--- src/rtl/sd_init_sequencer.sv ---
// sd_init_sequencer: SPI-mode SD card power-up sequencer.
// Drives the card chip select through the dummy-clock and settle windows.
// It then issues CMD0, CMD55/ACMD41 (retried while the card reports idle),
// CMD58 and optionally CMD16 through an external command module.
// Ports:
//   i_clk, i_rst_n                     clock, async active-low reset
//   i_start                            start pulse (honoured in IDLE/DONE/ERROR only)
//   o_sd_cs                            card chip select
//   o_send_cmd/o_cmd_select/o_cmd_arg  one-cycle command request to the command module
//   i_confirm_pin/i_response_status    command module ack/response strobe and R1 status code
//   o_busy/o_init_finished/o_clk_fast  progress and completion
//   o_init_error/o_error_code/o_error_cmd/o_retry_count  failure report and ACMD41 attempts
module sd_init_sequencer #(
    parameter int unsigned DUMMY_CYCLES   = 75,
    parameter int unsigned SETTLE_CYCLES  = 16,
    parameter int unsigned ACMD41_RETRIES = 255,
    parameter logic [31:0] ACMD41_ARG     = 32'h4000_0000,
    parameter bit          USE_CMD16      = 1'b1,
    parameter int unsigned BLOCK_LEN      = 512,
    parameter int unsigned RSP_TIMEOUT    = 65535,
    parameter int unsigned CNT_W          = 16
) (
    input  logic        i_clk,
    input  logic        i_rst_n,
    input  logic        i_start,
    output logic        o_sd_cs,
    output logic        o_send_cmd,
    output logic [2:0]  o_cmd_select,
    output logic [31:0] o_cmd_arg,
    input  logic        i_confirm_pin,
    input  logic [7:0]  i_response_status,
    output logic        o_busy,
    output logic        o_init_finished,
    output logic        o_clk_fast,
    output logic        o_init_error,
    output logic [7:0]  o_error_code,
    output logic [2:0]  o_error_cmd,
    output logic [7:0]  o_retry_count
);

    localparam logic [2:0] NO_CMD = 3'd0;
    localparam logic [2:0] C_CMD0 = 3'd1;
    localparam logic [2:0] C_CMD16 = 3'd2;
    localparam logic [2:0] C_CMD55 = 3'd5;
    localparam logic [2:0] C_CMD58 = 3'd6;
    localparam logic [2:0] C_CMD41 = 3'd7;

    localparam logic [CNT_W-1:0] DUMMY_LAST  = CNT_W'(DUMMY_CYCLES - 1);
    localparam logic [CNT_W-1:0] SETTLE_LAST = CNT_W'(SETTLE_CYCLES - 1);
    localparam logic [CNT_W-1:0] TMO_LAST    = CNT_W'(RSP_TIMEOUT - 1);
    localparam logic [7:0]       RETRY_MAX   = 8'(ACMD41_RETRIES);
    localparam logic [7:0]       ERR_TMO     = 8'hF0;
    localparam logic [7:0]       ERR_RETRY   = 8'hF1;
    localparam logic [7:0]       ST_NO_ERR   = 8'd1;
    localparam logic [7:0]       ST_IDLE     = 8'd2;

    typedef enum logic [3:0] {
        S_IDLE, S_CS_HIGH, S_CS_SETTLE, S_CMD0, S_CMD55,
        S_ACMD41, S_CMD58, S_CMD16, S_DONE, S_ERROR
    } state_t;

    typedef enum logic [2:0] {
        P_SELECT, P_DRIVE, P_WAIT_ACK, P_WAIT_RSP, P_EVAL
    } phase_t;

    function automatic logic [2:0] cmd_code(input state_t s);
        case (s)
            S_CMD0:   cmd_code = C_CMD0;
            S_CMD55:  cmd_code = C_CMD55;
            S_ACMD41: cmd_code = C_CMD41;
            S_CMD58:  cmd_code = C_CMD58;
            S_CMD16:  cmd_code = C_CMD16;
            default:  cmd_code = NO_CMD;
        endcase
    endfunction

    function automatic logic [31:0] cmd_arg(input state_t s);
        case (s)
            S_ACMD41: cmd_arg = ACMD41_ARG;
            S_CMD16:  cmd_arg = 32'(BLOCK_LEN);
            default:  cmd_arg = 32'h0;
        endcase
    endfunction

    state_t            state_q, state_d;
    phase_t            phase_q, phase_d;
    logic [CNT_W-1:0]  cnt_q, cnt_d;
    logic [7:0]        rsp_q, rsp_d;
    logic              cs_q, cs_d, send_q, send_d, busy_q, busy_d;
    logic              fin_q, fin_d, fast_q, fast_d, err_q, err_d;
    logic [2:0]        sel_q, sel_d, ecmd_q, ecmd_d;
    logic [31:0]       arg_q, arg_d;
    logic [7:0]        code_q, code_d, retry_q, retry_d;
    logic              launch, fail, go_done;
    logic [7:0]        fail_code;
    logic              rsp_ok12;

    // State and registered outputs
    always_ff @(posedge i_clk or negedge i_rst_n) begin
        if (!i_rst_n) begin
            state_q <= S_IDLE;
            phase_q <= P_SELECT;
            cnt_q   <= '0;
            rsp_q   <= '0;
            cs_q    <= 1'b1;
            send_q  <= 1'b0;
            sel_q   <= NO_CMD;
            arg_q   <= '0;
            busy_q  <= 1'b0;
            fin_q   <= 1'b0;
            fast_q  <= 1'b0;
            err_q   <= 1'b0;
            code_q  <= '0;
            ecmd_q  <= NO_CMD;
            retry_q <= '0;
        end else begin
            state_q <= state_d;
            phase_q <= phase_d;
            cnt_q   <= cnt_d;
            rsp_q   <= rsp_d;
            cs_q    <= cs_d;
            send_q  <= send_d;
            sel_q   <= sel_d;
            arg_q   <= arg_d;
            busy_q  <= busy_d;
            fin_q   <= fin_d;
            fast_q  <= fast_d;
            err_q   <= err_d;
            code_q  <= code_d;
            ecmd_q  <= ecmd_d;
            retry_q <= retry_d;
        end
    end

    // Next state and next output values
    always_comb begin
        state_d   = state_q;
        phase_d   = phase_q;
        cnt_d     = cnt_q;
        rsp_d     = rsp_q;
        cs_d      = cs_q;
        send_d    = 1'b0;
        sel_d     = sel_q;
        arg_d     = arg_q;
        fin_d     = fin_q;
        fast_d    = fast_q;
        err_d     = err_q;
        code_d    = code_q;
        ecmd_d    = ecmd_q;
        retry_d   = retry_q;
        launch    = 1'b0;
        fail      = 1'b0;
        go_done   = 1'b0;
        fail_code = 8'h00;
        rsp_ok12  = (rsp_q == ST_NO_ERR) || (rsp_q == ST_IDLE);

        case (state_q)
            S_IDLE, S_DONE, S_ERROR: begin
                if (i_start) begin
                    state_d = S_CS_HIGH;
                    cnt_d   = '0;
                    cs_d    = 1'b1;
                    fin_d   = 1'b0;
                    fast_d  = 1'b0;
                    err_d   = 1'b0;
                    code_d  = 8'h00;
                    ecmd_d  = NO_CMD;
                    retry_d = 8'h00;
                end
            end
            S_CS_HIGH: begin
                if (cnt_q == DUMMY_LAST) begin
                    state_d = S_CS_SETTLE;
                    cnt_d   = '0;
                    cs_d    = 1'b0;
                end else begin
                    cnt_d = cnt_q + CNT_W'(1);
                end
            end
            S_CS_SETTLE: begin
                if (cnt_q == SETTLE_LAST) begin
                    state_d = S_CMD0;
                    launch  = 1'b1;
                end else begin
                    cnt_d = cnt_q + CNT_W'(1);
                end
            end
            S_CMD0, S_CMD55, S_ACMD41, S_CMD58, S_CMD16: begin
                case (phase_q)
                    P_SELECT: phase_d = P_DRIVE;
                    P_DRIVE: begin
                        phase_d = P_WAIT_ACK;
                        cnt_d   = '0;
                    end
                    P_WAIT_ACK: begin
                        if (i_confirm_pin) begin
                            sel_d   = NO_CMD;
                            phase_d = P_WAIT_RSP;
                            cnt_d   = '0;
                        end else if (cnt_q == TMO_LAST) begin
                            fail      = 1'b1;
                            fail_code = ERR_TMO;
                        end else begin
                            cnt_d = cnt_q + CNT_W'(1);
                        end
                    end
                    P_WAIT_RSP: begin
                        if (i_confirm_pin) begin
                            rsp_d   = i_response_status;
                            phase_d = P_EVAL;
                        end else if (cnt_q == TMO_LAST) begin
                            fail      = 1'b1;
                            fail_code = ERR_TMO;
                        end else begin
                            cnt_d = cnt_q + CNT_W'(1);
                        end
                    end
                    default: begin
                        // EVAL: any status not listed as success is reported as-is
                        fail      = 1'b1;
                        fail_code = rsp_q;
                        case (state_q)
                            S_CMD0: if (rsp_ok12) begin
                                fail = 1'b0; state_d = S_CMD55; launch = 1'b1;
                            end
                            S_CMD55: if (rsp_ok12) begin
                                fail = 1'b0; state_d = S_ACMD41; launch = 1'b1;
                            end
                            S_ACMD41: begin
                                if (rsp_q == ST_NO_ERR) begin
                                    fail = 1'b0; state_d = S_CMD58; launch = 1'b1;
                                end else if (rsp_q == ST_IDLE) begin
                                    // retry_q already counts the attempt just made
                                    if (retry_q < RETRY_MAX) begin
                                        fail = 1'b0; state_d = S_CMD55; launch = 1'b1;
                                    end else begin
                                        fail_code = ERR_RETRY;
                                    end
                                end
                            end
                            S_CMD58: if (rsp_q == ST_NO_ERR) begin
                                fail = 1'b0;
                                if (USE_CMD16) begin
                                    state_d = S_CMD16; launch = 1'b1;
                                end else begin
                                    go_done = 1'b1;
                                end
                            end
                            default: if (rsp_q == ST_NO_ERR) begin
                                fail = 1'b0; go_done = 1'b1;
                            end
                        endcase
                    end
                endcase
            end
            default: state_d = S_IDLE;
        endcase

        if (fail) begin
            state_d = S_ERROR;
            err_d   = 1'b1;
            code_d  = fail_code;
            ecmd_d  = cmd_code(state_q);
            cs_d    = 1'b1;
            sel_d   = NO_CMD;
        end else if (go_done) begin
            state_d = S_DONE;
            fin_d   = 1'b1;
            fast_d  = 1'b1;
            cs_d    = 1'b0;
            sel_d   = NO_CMD;
        end

        // Entering a command: one-cycle request; ACMD41 attempts counted here, saturating
        if (launch) begin
            phase_d = P_SELECT;
            send_d  = 1'b1;
            sel_d   = cmd_code(state_d);
            arg_d   = cmd_arg(state_d);
            if (state_d == S_ACMD41 && retry_q != 8'hFF) begin
                retry_d = retry_q + 8'd1;
            end
        end

        busy_d = !(state_d inside {S_IDLE, S_DONE, S_ERROR});
    end

    assign o_sd_cs         = cs_q;
    assign o_send_cmd      = send_q;
    assign o_cmd_select    = sel_q;
    assign o_cmd_arg       = arg_q;
    assign o_busy          = busy_q;
    assign o_init_finished = fin_q;
    assign o_clk_fast      = fast_q;
    assign o_init_error    = err_q;
    assign o_error_code    = code_q;
    assign o_error_cmd     = ecmd_q;
    assign o_retry_count   = retry_q;

endmodule

--- config.mk ---
export PLATFORM = sky130hd
export DESIGN_NAME = sd_init_sequencer
export DESIGN_NICKNAME = d
export VERILOG_FILES = /design/src/rtl/sd_init_sequencer.sv
export SDC_FILE = /design/constraint.sdc
export NUM_CORES = 1
export LEC_CHECK = 0
export CAP_MARGIN = 20
export CORE_ASPECT_RATIO = 1.75
export CORE_MARGIN = 4
export CORE_UTILIZATION = 30
export DETAILED_ROUTE_END_ITERATION = 6
export PLACE_DENSITY_LB_ADDON = 0.1
export SLEW_MARGIN = 10
export SYNTH_ARGS = -nofsm -noshare
export SYNTH_HDL_FRONTEND = slang
export SYNTH_SLANG_ARGS = --single-unit
--- constraint.sdc ---
create_clock -name i_clk -period 4.4 [get_ports i_clk]
set_input_delay 0.44 -clock i_clk [delete_from_list [all_inputs] [get_ports i_clk]]
set_output_delay 0.44 -clock i_clk [all_outputs]
set_load 0.02 [all_outputs]
==> flow_summary_export.csv <==
group,metric,value,unit
outcome,status,"complete, no violations",
synthesis,netlist_area,3810,µm²
synthesis,synth_edf_count,0,
critical_path,required,4670,ps
worst_hold_path,hold_class,"primary input to async pin",
sta,final.setup.tns,0,ps
route,avgRoutedWirePerCell,17.1,µm
synthesis,yosys.area_share.adder,0.00984,
die,core_area,12500,µm²
clock_tree,numCtsBuffers,9,
sta,min_period,3120,ps
clock_tree,cts_sinks,61,
final_layout,area_delta_synth_final,18.9,%
placed_design,portBuffers,41,
critical_path,cp-end-kind,"flip-flop",
clock_tree,cts_tree,"done",
pwr,p_comb_frac,0.268,
pwr,pwr_density_cell,409,nW/µm²
route,vias_per_cell,5.23,
global_routing,grt-ovfl-total,0,
placed_design,place_inst,623,
sta,worstMarginPinSlew,960,ps
final_layout,final_util,0.363,
synthesis,synth.mux.area_fraction,0.0236,
critical_path,worstSetupPathType,"flip-flop to flip-flop",
clock_tree,cts_setup_buffers,0,
synthesis,netlist_instances,428,
critical_path,crit_fanout,17,
synthesis,yosysTopAreaCellShare,0.394,
sta,rsz0062_at_grt,"false",
synthesis,synth-compound-area-share,0.222,
sta,setup-violations-final,0,
final_layout,num-fill-cells,1298,
pwr,irDropWorstVdd,0.000192,V
global_routing,grt_pass1_wl,17.4,mm
route,vias,3340,
synthesis,async_reset_ff_frac,1.00,
die,fp.dieW,93.2,µm
placed_design,gp_congestion,0.896,
final_layout,layout_common_cells,"dfrtp_1, nand2_1, clkdlybuf4s50_1",
synthesis,yosysUniqueCellTypes,63,
critical_path,start_kind,"flip-flop",
die,io_pins,72,
synthesis,synth_flop_cell,"dfrtp_1",
clock_tree,cts-root-buf,"clkbuf_16",
sta,min_period_over_period,0.710,
sta,clock_skew,7.55,ps
clock_tree,htree_levels,3,
final_layout,drive_gt1_frac,0.0870,
die,fp-row-count,54,
route,routed_wl,10.9,mm
clock_tree,clk_path_buf_depth,2,
pwr,switching_share,0.348,
synthesis,synth_simple_gate_area_frac,0.251,
clock_tree,worstSkewPairLatency,330,ps
synthesis,ys_warn_count,0,
synthesis,synth_area_leaders,"dfrtp_1, buf_4, nand2_1, o21ai_0, nand3_1",
sta,final_hold_viol_count,0,
global_routing,grtUsageTotal,0.153,
route,antenna_left,0,
synthesis,synth_seq_cells,61,
pwr,p_int,0.00121,W
sta,slew_viol_final,0,
clock_tree,post_cts_resized,0,
final_layout,fin_nets,481,
pwr,power_frac_clock,0.354,
route,drt-initial-drc-count,133,
run,maxCapViolations,0,
sta,slew_headroom,0.343,
placed_design,dpl.hpwl,8.27,mm
synthesis,synthXorXnorAreaFrac,0.00230,
synthesis,syn_area_per_cell,8.91,µm²
global_routing,grt_pass1_vias,3386,
route,drc_errors,0,
synthesis,synth_largest_area_cell,"dfrtp_1",
final_layout,layout_commonest_cell,"dfrtp_1",
global_routing,grt_max_degree,35,
die,die_h,157,µm
clock_tree,cts_hold_buffers,0,
critical_path,cp_data_arrival_time,3400,ps
synthesis,seq_area_frac_synth,0.400,
critical_path,reg2reg_depth,6,
pwr,p_seq_frac,0.378,
pwr,p_switching,0.000646,W
clock_tree,clk_pin_slew,50,ps
die,die-area,14700,µm²
final_layout,fin_cells,639,
die,initial_core_util,0.305,
sta,max_freq,0.320,GHz
final_layout,n_antenna_cell,0,
global_routing,grt_antenna_before_repair,0,
synthesis,synth_top_family_by_area,"simple AND/OR/NAND/NOR gates",
pwr,power_leakage,2.00,nW
route,drt_pass1_iterations,4,
[registers in the layout, summed over array words and instances, names as in the netlist]
| name | count |
|---|---|
| rsp_q | 8 |
| phase_q | 3 |
| o_init_finished | 1 |
| o_sd_cs | 1 |
| o_error_cmd | 3 |
| o_retry_count | 8 |
| o_error_code | 8 |
| o_busy | 1 |
| o_init_error | 1 |
| cnt_q | 16 |
| state_q | 4 |
| o_cmd_select | 3 |
| o_send_cmd | 1 |
| o_cmd_arg | 2 |
| o_clk_fast | 1 |
[power groups by stage]
stage,clock network (W),registers (W),logic [W]
global placement,0,0.000708,0.000496
global route,0.000709,0.000710,0.000555
floorplan,0,0.000694,0.000383
finish,0.000658,0.000701,0.000497
CTS,0.000681,0.000701,0.000505
detailed placement,0,0.000711,0.000503
[final timing paths]
kind / slack [ps] / from / endpoint
worst max-delay path: 1280 / state_q[1]$_DFF_PN0_ / cnt_q[11]$_DFFE_PN0P_
worst min-delay path: 130 / i_rst_n / o_error_code[4]$_DFFE_PN0P_
worst max register to register: 1280 / state_q[1]$_DFF_PN0_ / cnt_q[11]$_DFFE_PN0P_
worst min register to register: 470 / o_init_finished$_DFF_PN0_ / o_init_finished$_DFF_PN0_
max in group asynchronous: 3340 / i_rst_n / o_sd_cs$_DFFE_PN1P_
min in group i_clk: 470 / o_init_finished$_DFF_PN0_ / o_init_finished$_DFF_PN0_
[layout make-up]
class | instances | area [µm²] | share of cell area
multi-input combinational | 340 | 2050 | 0.453
sequential | 61 | 1530 | 0.337
timing repair buffer | 44 | 428 | 0.0944
clock buffer | 12 | 256 | 0.0566
tap | 168 | 210 | 0.0464
inverter | 10 | 37.5 | 0.00828
clock inverter | 4 | 22.5 | 0.00497
[cells by family (layout without fill, tap and decap cells)]
logic type | count (synthesis) | in the layout
buf+inv | 56 | 70
other cells | 1 | 30
mux | 8 | 8
flops | 61 | 61
xor+xnor | 1 | 1
simple gates | 180 | 180
fa+ha+maj | 3 | 3
compound gates | 118 | 118
[critical path, cell delays in order, from the launching register on]
cell and delay [ps]:
dfrtp_1 720, a21oi_1 230, a2111oi_0 800, nand2_1 420
a2111oi_0 620, o21ai_0 170, nand2_1 100
[through the flow]
step | cell area [µm²] | hold WS (ps) | setup slack [ps] | power [W]
2_1_floorplan | 3920 | 144 | 2070 | 0.00108
3_3_place_gp | 4260 | 459 | 1290 | 0.00120
3_5_place_dp | 4260 | 465 | 1220 | 0.00121
4_1_cts | 4530 | 154 | 1300 | 0.00189
5_1_grt | 4530 | 185 | 1030 | 0.00197
6_report | 4530 | 134 | 1280 | 0.00186
[synthesized netlist by cell type, types with 2 or more instances]
library cell / instances
a22o_1: 2
o21ai_0: 31
nand4_1: 11
a2111oi_0: 2
buf_6: 2
nand2_1: 43
buf_2: 2
a21boi_0: 6
a211o_1: 7
a41oi_1: 2
nor3_1: 19
mux2_2: 8
buf_4: 31
a21o_1: 19
ha_1: 3
o21bai_1: 3
nand2b_1: 14
or3_1: 2
a21oi_1: 20
nor4_1: 7
or2b_1: 2
inv_1: 10
and3_1: 7
dfrtp_1: 60
nor2_1: 21
o211ai_1: 3
nand3_1: 30
and2_1: 6
or2_2: 2
nor2b_1: 5
clkbuf_1: 11
nor3b_1: 2
o31ai_1: 5
[metal layers]
metal,share of wire,GRT usage
met1,0.36,0.153
met2,0.56,0.292
met3,0.037,0.0292
met4,0.035,0.0797
met5,0,0
Power figures use the tool's default switching activity.
